==> src/rtl/emisor_secuencia_pkg.sv <==
// Shared definitions for the switch-code unlock interface (transmitter and checker).
// The state codes double as the values reported on the status bus.
package emisor_secuencia_pkg;

  localparam int SW_W    = 10;
  localparam int DIGIT_W = 4;
  localparam int ST_W    = 4;

  localparam logic [ST_W-1:0] ST_IDLE  = 4'd0;
  localparam logic [ST_W-1:0] ST_SEND  = 4'd1;
  localparam logic [ST_W-1:0] ST_GAP   = 4'd2;
  localparam logic [ST_W-1:0] ST_DONE  = 4'd4;
  localparam logic [ST_W-1:0] ST_ERROR = 4'd5;

  typedef logic [SW_W-1:0]    sw_word_t;
  typedef logic [DIGIT_W-1:0] digit_t;

  localparam digit_t MAX_DIGIT = 4'd9;

endpackage

==> src/rtl/digito_a_onehot.sv <==
// Combinational decimal digit to one-hot switch word converter.
// Digits above 9 give an all-zero word and a cleared valid flag.
module digito_a_onehot
  import emisor_secuencia_pkg::*;
(
  input  digit_t   digit_i,
  output sw_word_t onehot_o,
  output logic     valid_o
);

  always_comb begin
    valid_o  = (digit_i <= MAX_DIGIT);
    onehot_o = valid_o ? (sw_word_t'(1) << digit_i) : '0;
  end

endmodule

==> src/rtl/emisor_secuencia.sv <==
// Replays a stored N-digit code as timed one-hot switch words separated by zero gap words.
// All outputs are registered; status_o is the state register itself.
module emisor_secuencia
  import emisor_secuencia_pkg::*;
#(
  parameter int N_DIGITS    = 4,
  parameter int HOLD_CYCLES = 1,
  parameter int GAP_CYCLES  = 1,
  parameter logic [DIGIT_W*N_DIGITS-1:0] DEFAULT_CODE = {4'd6, 4'd1, 4'd0, 4'd2},
  localparam int IDX_W = $clog2(N_DIGITS + 1)
) (
  input  logic                          clk_i,
  input  logic                          rst_ni,
  input  logic                          start_i,
  input  logic                          load_i,
  input  logic [DIGIT_W*N_DIGITS-1:0]   code_i,
  input  logic                          clear_i,
  output sw_word_t                      sw_o,
  output logic                          busy_o,
  output logic                          done_o,
  output logic [IDX_W-1:0]              digit_idx_o,
  output logic [ST_W-1:0]               status_o
);

  localparam int CODE_W  = DIGIT_W * N_DIGITS;
  localparam int CNT_MAX = (HOLD_CYCLES > GAP_CYCLES) ? HOLD_CYCLES : GAP_CYCLES;
  localparam int CNT_W   = $clog2(CNT_MAX + 1);

  localparam logic [CNT_W-1:0] HOLD_LAST = CNT_W'(HOLD_CYCLES - 1);
  localparam logic [CNT_W-1:0] GAP_LAST  = CNT_W'((GAP_CYCLES > 0) ? (GAP_CYCLES - 1) : 0);
  localparam logic [IDX_W-1:0] IDX_LAST  = IDX_W'(N_DIGITS - 1);

  logic [ST_W-1:0]   state_q, state_d;
  logic [IDX_W-1:0]  idx_q, idx_d;
  logic [CNT_W-1:0]  cnt_q, cnt_d;
  logic [CODE_W-1:0] code_q, code_d;
  sw_word_t          sw_q, sw_d;
  logic              busy_q, busy_d;
  logic              done_q, done_d;

  sw_word_t          digitWord [N_DIGITS];
  logic [N_DIGITS-1:0] digitValid;
  sw_word_t          selWord;

  for (genvar g = 0; g < N_DIGITS; g++) begin : g_digit
    digito_a_onehot u_digit (
      .digit_i  (code_q[DIGIT_W*g +: DIGIT_W]),
      .onehot_o (digitWord[g]),
      .valid_o  (digitValid[g])
    );
  end

  // Counter restarts on every transition, including the SEND->SEND digit step when there is no gap.
  always_comb begin
    state_d = state_q;
    idx_d   = idx_q;
    cnt_d   = cnt_q;
    code_d  = code_q;
    case (state_q)
      ST_IDLE: begin
        idx_d = '0;
        cnt_d = '0;
        if (load_i) begin
          code_d = code_i;
        end else if (start_i) begin
          state_d = (&digitValid) ? ST_SEND : ST_ERROR;
        end
      end
      ST_SEND: begin
        if (cnt_q == HOLD_LAST) begin
          cnt_d = '0;
          if (GAP_CYCLES > 0) begin
            state_d = ST_GAP;
          end else if (idx_q == IDX_LAST) begin
            state_d = ST_DONE;
          end else begin
            idx_d = idx_q + IDX_W'(1);
          end
        end else begin
          cnt_d = cnt_q + CNT_W'(1);
        end
      end
      ST_GAP: begin
        if (cnt_q == GAP_LAST) begin
          cnt_d = '0;
          if (idx_q == IDX_LAST) begin
            state_d = ST_DONE;
          end else begin
            state_d = ST_SEND;
            idx_d   = idx_q + IDX_W'(1);
          end
        end else begin
          cnt_d = cnt_q + CNT_W'(1);
        end
      end
      ST_DONE, ST_ERROR: begin
        if (clear_i) begin
          state_d = ST_IDLE;
          idx_d   = '0;
          cnt_d   = '0;
        end
      end
      default: begin
        state_d = ST_IDLE;
        idx_d   = '0;
        cnt_d   = '0;
      end
    endcase
  end

  // Output words are computed from the next state so they land in the same cycle as the state.
  always_comb begin
    selWord = '0;
    for (int i = 0; i < N_DIGITS; i++) begin
      if (idx_d == IDX_W'(i)) selWord = digitWord[i];
    end
    sw_d   = (state_d == ST_SEND) ? selWord : '0;
    busy_d = (state_d == ST_SEND) || (state_d == ST_GAP);
    done_d = (state_d == ST_DONE);
  end

  always_ff @(posedge clk_i or negedge rst_ni) begin
    if (!rst_ni) begin
      state_q <= ST_IDLE;
      idx_q   <= '0;
      cnt_q   <= '0;
      code_q  <= DEFAULT_CODE;
      sw_q    <= '0;
      busy_q  <= 1'b0;
      done_q  <= 1'b0;
    end else begin
      state_q <= state_d;
      idx_q   <= idx_d;
      cnt_q   <= cnt_d;
      code_q  <= code_d;
      sw_q    <= sw_d;
      busy_q  <= busy_d;
      done_q  <= done_d;
    end
  end

  assign sw_o        = sw_q;
  assign busy_o      = busy_q;
  assign done_o      = done_q;
  assign digit_idx_o = idx_q;
  assign status_o    = state_q;

endmodule

==> config.mk <==
export PLATFORM = sky130hd
export DESIGN_NAME = emisor_secuencia
export DESIGN_NICKNAME = d
export VERILOG_FILES = /design/src/rtl/emisor_secuencia_pkg.sv /design/src/rtl/digito_a_onehot.sv /design/src/rtl/emisor_secuencia.sv
export SDC_FILE = /design/constraint.sdc
export NUM_CORES = 1
export LEC_CHECK = 0
export ABC_AREA = 1
export BUFFER_PORTS_ARGS = -buffer_cell sky130_fd_sc_hd__buf_4
export CAP_MARGIN = 25
export CORE_ASPECT_RATIO = 0.9
export CORE_MARGIN = 4
export CORE_UTILIZATION = 43
export DETAILED_ROUTE_END_ITERATION = 12
export GPL_ROUTABILITY_DRIVEN = 0
export PLACE_DENSITY = 0.72
export SLEW_MARGIN = 20
export SYNTH_ARGS = -nofsm -noshare
export SYNTH_HDL_FRONTEND = slang
export SYNTH_HIERARCHICAL = 1
export SYNTH_SLANG_ARGS = --single-unit
==> constraint.sdc <==
create_clock -name clk_i -period 2 [get_ports clk_i]
set_clock_uncertainty 0.1 [all_clocks]
set_input_delay 0.4 -clock clk_i [delete_from_list [all_inputs] [get_ports clk_i]]
set_output_delay 0.4 -clock clk_i [all_outputs]
set_load 0.1 [all_outputs]
### Word-level counts from Yosys, hierarchy flattened

Index checks and enable logic that the tools add are counted.

| storage, ports and cells | value |
|---|---|
| register bits after elaboration | 36 |
| bits of input ports | 21 |
| output and inout port bits | 19 |
| word-level logic and storage cells | 60 |

| cells by class | value |
|---|---|
| $add $sub $neg | 2 |
| magnitude comparators | 4 |
| equal/unequal tests | 12 |
| shifts and indexed selects | 4 |
| multiplexer cells | 24 |
| reduce and logical (&&, ||, !) cells | 7 |

Operators with widths:

| operator | number |
|---|---|
| $mux W10 | 9 |
| $shl A1 B4 Y10 const A | 4 |
| $mux W4 | 5 |
| $le A4 B4 Y1 const B | 4 |
| $pmux W4 S4 | 1 |
| $mux W3 | 5 |
| $eq A4 B3 Y1 const B | 3 |
| $eq A3 B2 Y1 const B | 3 |
| $pmux W3 S3 | 1 |
| $eq A4 B1 Y1 const B | 2 |
| $eq A4 B2 Y1 const B | 2 |
| $logic_not A4 Y1 | 1 |
| $reduce_and A4 Y1 | 1 |
| $reduce_or A2 Y1 | 2 |
| $add A3 B1 Y3 const B | 1 |
| $eq A3 B1 Y1 const B | 1 |
| $logic_not A3 Y1 | 1 |
| $mux W1 | 2 |
| $ne A2 B2 Y1 const B | 1 |
| $pmux W1 S2 | 1 |
| $reduce_and A2 Y1 | 1 |
| $add A1 B1 Y1 const B | 1 |
| $logic_or A1 B1 Y1 | 1 |

### Depth between registers and ports, before layout

Gate-level depths: netlist of the first run.

| logic depth | value |
|---|---|
| word-level depth | 10 |
| mapped depth | 13 |
| gate-level depth less buffers | 12 |

### Cells and area by module

The synthesis of the first run kept the hierarchy.

By module, submodules not included:

| module | instances | cells an instance | area an instance (um2) | sequential area each (um2) |
|---|---|---|---|---|
| emisor_secuencia | 1 | 234 | 1928.1 | 880.8 |
| digito_a_onehot | 4 | 22 | 88.8 | 0.0 |

### Least setup slack after synthesis of the first run

OpenSTA, ideal clock, no wires.

| timing path | value |
|---|---|
| path type | reg2reg |
| from | register idx_q[0], in the netlist digit_idx_o[0] |
| to | register sw_q[0], in the netlist sw_o[0] |
| library setup time | 0.116 ns |
| arrival time | 2.174 ns |
| data required time | 1.784 ns |
| setup slack | -0.390 ns |
| cell stages (with the launch flop) | 13 |
| buffers on the path | 0 |
| clock period less this slack | 2.390 ns |
| cell sequence | dfrtp_1 ha_1 inv_1 nor2_2 nand2_1 nand2_1 nand2_1 nand2_2 nand2_1 nor2_4 nand2_1 nand3_1 nor2_2 |

| between the ends | value |
|---|---|
| word-level cells in the longest chain between the ends | 10 |
| elaborated cells on any way between the ends | 19 |
| those cells by class | add/sub (1); eq/ne (5); mux (12); reduce/logical (1) |

RTL lines:

| element | RTL line | text |
|---|---|---|
| start: declaration | emisor_secuencia.sv:34 | `logic [IDX_W-1:0] idx_q, idx_d;` |
| start signal: assignment | emisor_secuencia.sv:133 | `idx_q <= idx_d;` |
| $add A3 B1 Y3 or $eq A3 B2 Y1 (tied branches) | emisor_secuencia.sv:90, emisor_secuencia.sv:86 |  |
| $mux W3 | emisor_secuencia.sv:86 | `if (idx_q == IDX_LAST) begin` |
| $mux W3 | emisor_secuencia.sv:84 | `if (cnt_q == GAP_LAST) begin` |
| $pmux W3 S3 | emisor_secuencia.sv:59 | `case (state_q)` |
| $logic_not A3 Y1 | emisor_secuencia.sv:115 | `if (idx_d == IDX_W'(i)) selWord = digitWord[i];` |
| $mux W10 (4 in series) | emisor_secuencia.sv:115 |  |
| $mux W10 * | emisor_secuencia.sv:117 | `sw_d = (state_d == ST_SEND) ? selWord : '0;` |
| named net sw_d[0] | emisor_secuencia.sv:37 | `sw_word_t sw_q, sw_d;` |
| end signal: assignment | emisor_secuencia.sv:136 | `sw_q <= sw_d;` |
| end: declaration | emisor_secuencia.sv:37 |  |

The timed path passes the listed nets; every way through them passes the cells marked *.
A chain may end at the register's enable or synchronous reset.

### Final worst setup path of the first run

| timing path | value |
|---|---|
| from | register idx_q[0], in the netlist digit_idx_o[0] |
| to | register sw_q[5], in the netlist sw_o[5] |

The elaborated chain is that of the path after synthesis.

==> out/qor.txt, run 1 <==
asr flop ratio synth: 100%
Cell variety after synth: 23
TritonRoute pass-1 iters: 5
min-delay worst type: in2reg
layout cells sized above 1: 34.2%
Rel. slew slack: 64.0%
core area: 4980 sq um
Die Y: 77.1 microns
CP peak stage delay: 0.44 ns
buffer and inverter count on the worst path: 0
CTS H-tree depth: 2
crit path kind: reg2reg
mux share of post-synthesis cell area: 7.89%
dpl hpwl: 3990 microns
antenna violations before repair: 0
DR vias/cell: 4.85
global-route usage over all layers: 16.7%
Iteration-0 DRC Markers: 150
CP Cell Sequence: ha_2, nor2_1, nand3_1, nand2_1, nor2_1, nand2_4, nor2_4, nand2_1, nand3_1, nor2_2
Ports: 40
Rows: 24
Hold Fails Final Rpt: 0
Pwr Total: 2.22 mW
Final ANT Viol Nets: 0
Die Footprint: 6540 sq um
Die W: 84.8 microns
synthesized area: 2280 sq um
routed wire length: 5310 microns
Peak VDD IR: 0.458 mV
antenna cells: 0
clk sinks: 35
Synth Register Bits: 35
Starting Density: 45.8%
max-cap violations: 0
complex-gate fraction of the synthesized area: 1.10%
crit path max fanout: 5
Area Overhead vs Synth: 25.7%
Clock transition at path regs: 0.07 ns
Net count, final: 398
CTS Root Cell: clkbuf_8
Post-synth EDFFs: 0
top post-synthesis cells by count: 75 x nor2_1, 57 x nand2_1, 47 x inv_1, 31 x dfrtp_1, 27 x nand3_1
Tcrit/Tclk final: 95.2%
cell count after synthesis: 322
CP max stage cell: dfrtp_4
most common cell in the netlist: nor2_1
clock latency on the worst-skew pair: 0.29 ns
share of the synthesized area in the top cell type: 34.0%
final setup fails: 0
Slew @ Worst Pin: 0.536 ns
Min Hold Slack: 0.238 ns
Post-synth top flop: dfrtp_1
critical path data required time: 2.08 ns
area leader, netlist: dfrtp_1
largest family of logic cells by synthesized area: simple AND/OR/NAND/NOR gates
largest net degree at the start of global routing: 36
Startpoint Class: flip-flop
Seq/Total Area, Yosys: 38.6%
TritonCTS clock tree: yes
cell family with most CP delay: simple AND/OR/NAND/NOR gates
final slew viol count: 0
P per Cell Area: 775 nW/um^2
Vias: 2,144
synthesized-area fraction occupied by adder cells: 0.548%
clock buffer depth: 2
status: finished, final reports clean
Max Clk Rate: 525 MHz
Critical Path End Type: flip-flop
Final min period: 1.90 ns
PortBufs: 39
global route overflow: 0
first-pass GRT wire length: 8800 microns
setup TNS: 0 ns
area share of xor/xnor cells in the synthesized design: 0%
# DRC: 0
Leakage: 1.35 nW
crit path DAT: 1.98 ns
Synth Warn #: 6
total CTS buffers: 5
simple logic cell fraction of the synthesized area: 39.3%
wire length per cell: 12.0 microns
synthesized area per cell: 7.09 sq um
vias in the first global route: 1,989
Syn Nets: 344
top cells by area, synth: dfrtp_1 34%, nor2_1 12%, nand2_1 9.4%
-- through the flow --
step                      setup WS [ns]  utilization, %  instances  instance area [sq um]
after floorplan                  0.0310               -        322                   2300
after global placement            0.172            53.7        429                   2680
after detailed placement          0.112            53.7        429                   2680
after CTS                        0.0871            55.9        438                   2790
after global routing           -0.00292            57.6        442                   2870
final                            0.0958            57.6        442                   2870
-- timing repair --
action / in CTS / in global routing
gates resized for setup: 0 / 14
buffers inserted: 0 / 2
hold buffers: 1 / 0
endpoints found under the setup margin: 0 / 10
endpoints found under the hold margin: 31 / 0
-- where the power goes --
part,internal [mW],switching (mW)
sequential,0.824,0.111
clock,0.314,0.257
combinational,0.256,0.461
total,1.39,0.829
-- layout make-up --
type	instances	area [sq um]
clock buffer	8	100
multi-input combinational	223	1170
tap	65	81.3
timing repair buffer	52	400
inverter	59	221
fill	478	2110
sequential	35	897
-- final timing paths --
path	from	to	slack [ns]	cells past startpoint
max	digit_idx_o[0]$_DFF_PN0_	sw_o[5]$_DFF_PN0_	0.1	10
min	code_i[12]	code_q[12]$_DFFE_PN0P_	0.24	2
max reg2reg	digit_idx_o[0]$_DFF_PN0_	sw_o[5]$_DFF_PN0_	0.1	10
min reg2reg	code_q[12]$_DFFE_PN0P_	code_q[12]$_DFFE_PN0P_	0.46	1
max in group asynchronous	rst_ni	code_q[1]$_DFFE_PN1P_	0.95	2
min in group asynchronous	rst_ni	sw_o[6]$_DFF_PN0_	0.50	2
-- state kept, by name (all words and copies together), names as in the netlist --
register     cells
done_o           1
code_q          16
status_o         4
sw_o            10
busy_o           1
digit_idx_o      3
-- per-layer routing --
layer  wire length, microns  track usage [%]  vias to the layer above
met5                      0                0                        -
met4                     55             5.70                        0
met3                    331             3.54                        6
met2                   2410             26.3                       78
met1                   2520             22.6                      969
li1                       -                -                     1091
-- kinds of logic after synthesis --
family | count (synthesis)
AO/OA/AOI/OAI | 5
adder cells (fa/ha/maj) | 1
buffers and inverters | 65
flip-flops | 35
multiplexers | 16
other | 1
AND/OR/NAND/NOR | 199
-- cells in the final DEF, fill, tap and decap left out --
| cell type | instances |
|---|---|
| mux2_2 | 16 |
| buf_4 | 49 |
| inv_2 | 13 |
| dfrtp_4 | 3 |
| buf_6 | 2 |
| nor2_1 | 74 |
| nand2_2 | 10 |
| nand2_1 | 56 |
| o21ai_0 | 4 |
| dfrtp_2 | 4 |
| nand3_1 | 26 |
| and3_2 | 1 |
| clkbuf_8 | 7 |
| nor2_2 | 9 |
| nand3_4 | 1 |
| nor3_1 | 2 |
| a21oi_1 | 1 |
| nand3_2 | 2 |
| clkbuf_1 | 1 |
| dfstp_2 | 4 |
| dfrtp_1 | 24 |
| nand4_1 | 12 |
| conb_1 | 1 |
| ha_2 | 1 |
| inv_1 | 46 |
| nand2_4 | 2 |
| dlygate4sd3_1 | 1 |
| nor2_4 | 5 |
Note: power is estimated with default switching activity, not from simulation.
==> run 2: changes to the inputs <==
ABC_AREA = not set   (was 1)
CORE_MARGIN = not set   (was 4)
==> run 2 against run 1 <==
The run now ends with negative setup slack left. Clock power is 12% higher. Flip-flop and latch count stayed put. Utilization is 2.7 points higher. Hold slack worse by 0.0078 ns. Die area is 9.6% lower. Register-to-register slack worse by 0.14 ns. Area after synthesis is 5.7% higher. Fmax is 6.8% lower. Non-clock buffer count is 17 higher. Sequential power is 2% lower. Worst setup slack worse by 0.14 ns. Total power is 16% higher. Critical endpoint is now sw_o[3]$_DFF_PN0_. Largest power group is now combinational cells.
==> out/qor.txt, run 2 <==
register share of total power: 35.4%
Die W: 81.0 microns
# DRC: 0
antenna cells: 0
Die Footprint: 5920 sq um
area share of xor/xnor cells in the synthesized design: 0%
routed wire length: 5540 microns
switching power: 0.928 mW
Syn Nets: 220
DR vias/cell: 5.66
share of the synthesized area in the top cell type: 32.1%
crit path kind: reg2reg
Tcrit/Tclk final: 102%
largest net degree at the start of global routing: 36
Crit Reg-Reg Startpoint: status_o[2]$_DFF_PN0_
Min Hold Slack: 0.230 ns
Net count, final: 278
complex-gate fraction of the synthesized area: 9.43%
critical path data required time: 2.07 ns
max FFs per register: 16
synthesized-area fraction occupied by adder cells: 0.933%
status: complete, but fails checks
synthesized area: 2410 sq um
top cells by area, synth: dfrtp_1 32%, nor4b_2 10%, and4bb_2 8.3%
area leader, netlist: dfrtp_1
Final ANT Viol Nets: 0
Die Y: 73.1 microns
Area Overhead vs Synth: 32.9%
top post-synthesis cells by count: 31 x dfrtp_1, 20 x mux2i_1, 16 x and4bb_2, 16 x mux2_2, 16 x nor4b_2
Iteration-0 DRC Markers: 162
dpl hpwl: 3620 microns
area of the multi-input gates: 1550 sq um
TritonRoute pass-1 iters: 6
wire length per cell: 17.1 microns
Clock transition at path regs: 0.08 ns
register area: 902 sq um
beginning of the worst hold path: code_i[12]
crit path launch: status_o[2]$_DFF_PN0_
failing checks: negative setup slack
cell count after synthesis: 198
Ports: 40
leading cell type in the layout, fill and taps excluded: buf_4
final setup fails: 8
PortBufs: 39
core area: 5320 sq um
Peak VDD IR: 0.521 mV
antenna violations before repair: 0
Cell variety after synth: 47
min-delay worst type: in2reg
final slew viol count: 0
vias in the first global route: 1,720
Most flops, register: code_q
largest family of logic cells by synthesized area: simple AND/OR/NAND/NOR gates
total CTS buffers: 5
RSZ-0062 raised after global routing: yes
mux share of post-synthesis cell area: 15.8%
Clk network pwr share: 24.8%
Vias: 1,835
TritonCTS clock tree: yes
crit path DAT: 2.12 ns
global route overflow: 0
setup ws final: -0.0424 ns
Post-synth top flop: dfrtp_1
clock buffer depth: 2
Startpoint Class: flip-flop
Final min period: 2.04 ns
CTS H-tree depth: 2
Leakage: 1.34 nW
Pwr Total: 2.59 mW
internal power: 1.66 mW
max-cap violations: 0
Hold Fails Final Rpt: 0
Rows: 25
clock latency on the worst-skew pair: 0.29 ns
switch share: 35.8%
most common cell in the netlist: dfrtp_1
Starting Density: 45.4%
clk sinks: 35
fillcell total: 415
commonest non-fill, non-tap cells in the layout: 66 x buf_4, 24 x dfrtp_1, 16 x mux2_2, 16 x and4bb_2, 16 x nor4b_2
layout cells sized above 1: 68.5%
Post-synth EDFFs: 0
Comb pwr share: 39.8%
crit path max fanout: 21
CTS Root Cell: clkbuf_8
Seq/Total Area, Yosys: 36.5%
Max Clk Rate: 490 MHz
global-route usage over all layers: 19.9%
Critical Path End Type: flip-flop
P per Cell Area: 808 nW/um^2
first-pass GRT wire length: 8780 microns
Synth Register Bits: 35
asr flop ratio synth: 100%
Synth Warn #: 6
post-place setup slack: -0.0431 ns
synthesized area per cell: 12.2 sq um
simple logic cell fraction of the synthesized area: 29.7%
-- run 2: area by class of cell --
cell class                      count  share of cell area [%]
Clock inverter                      3                    1.37
Multi-Input combinational cell    141                    48.3
Sequential cell                    35                    28.1
Timing Repair Buffer               69                    17.0
Inverter                            4                   0.468
Clock buffer                        5                    2.15
Tap cell                           67                    2.61
-- run 2: timing repair --
item,CTS,global route
hold buffers,1,0
setup endpoints to repair,10,10
hold endpoints to repair,31,0
pin swaps,3,5
gates resized for setup,3,30
gates cloned,1,0
buffers inserted,1,4
-- run 2: critical path, cell delays in order (launching register included) --
cell and delay, ns:
dfrtp_4 0.53, nor2b_4 0.16, o21ai_4 0.19, o21ai_4 0.11
a21oi_2 0.21, buf_12 0.22, mux2i_1 0.27, o22ai_2 0.11
-- run 2: cells by family (layout without fill, tap and decap cells) --
group                    after synthesis  in the layout
AND/OR/NAND/NOR                       69             70
other                                  1              1
multiplexers                          36             36
flip-flops                            35             35
AO/OA/AOI/OAI                         32             32
buffers and inverters                 23             81
adder cells (fa/ha/maj)                2              2
-- run 2: final timing paths --
check                                                 to  slack, ns  depth (start not counted)
worst min-delay path              code_q[12]$_DFFE_PN0P_       0.23                          2
max in group asynchronous       digit_idx_o[0]$_DFF_PN0_       0.94                          2
worst max-delay path                   sw_o[3]$_DFF_PN0_      -0.04                          7
worst min register to register     status_o[1]$_DFF_PN0_       0.48                          1
min in group asynchronous          status_o[0]$_DFF_PN0_       0.50                          2
worst max register to register         sw_o[3]$_DFF_PN0_      -0.04                          7
-- run 2: power by group through the flow --
stage               combinational [mW]  sequential (mW)  clock [mW]
CTS                              0.953            0.912       0.661
floorplan                        0.671             1.00           0
global route                      1.10            0.930       0.692
detailed placement               0.941            0.927           0
global placement                 0.923            0.922           0
finish                            1.03            0.917       0.643
-- run 2: per-layer routing --
layer  global-route usage [%]  share of wire [%]  vias to the layer above
li1                         -                  -                      876
met1                     27.4                 45                      913
met2                     30.4                 50                       38
met3                     5.13                3.1                        8
met4                     6.55                1.9                        0
met5                        0                  0                        -
-- run 2: stage by stage --
stage,std cells,TNS (ns),area [sq um],utilization [%]
after floorplan,198,-0.133,2450,-
after global placement,309,-0.00546,2850,53.6
after detailed placement,309,-0.240,2850,53.6
after CTS,320,0,3000,56.3
after global routing,324,-0.929,3210,60.3
final,324,-0.151,3210,60.3
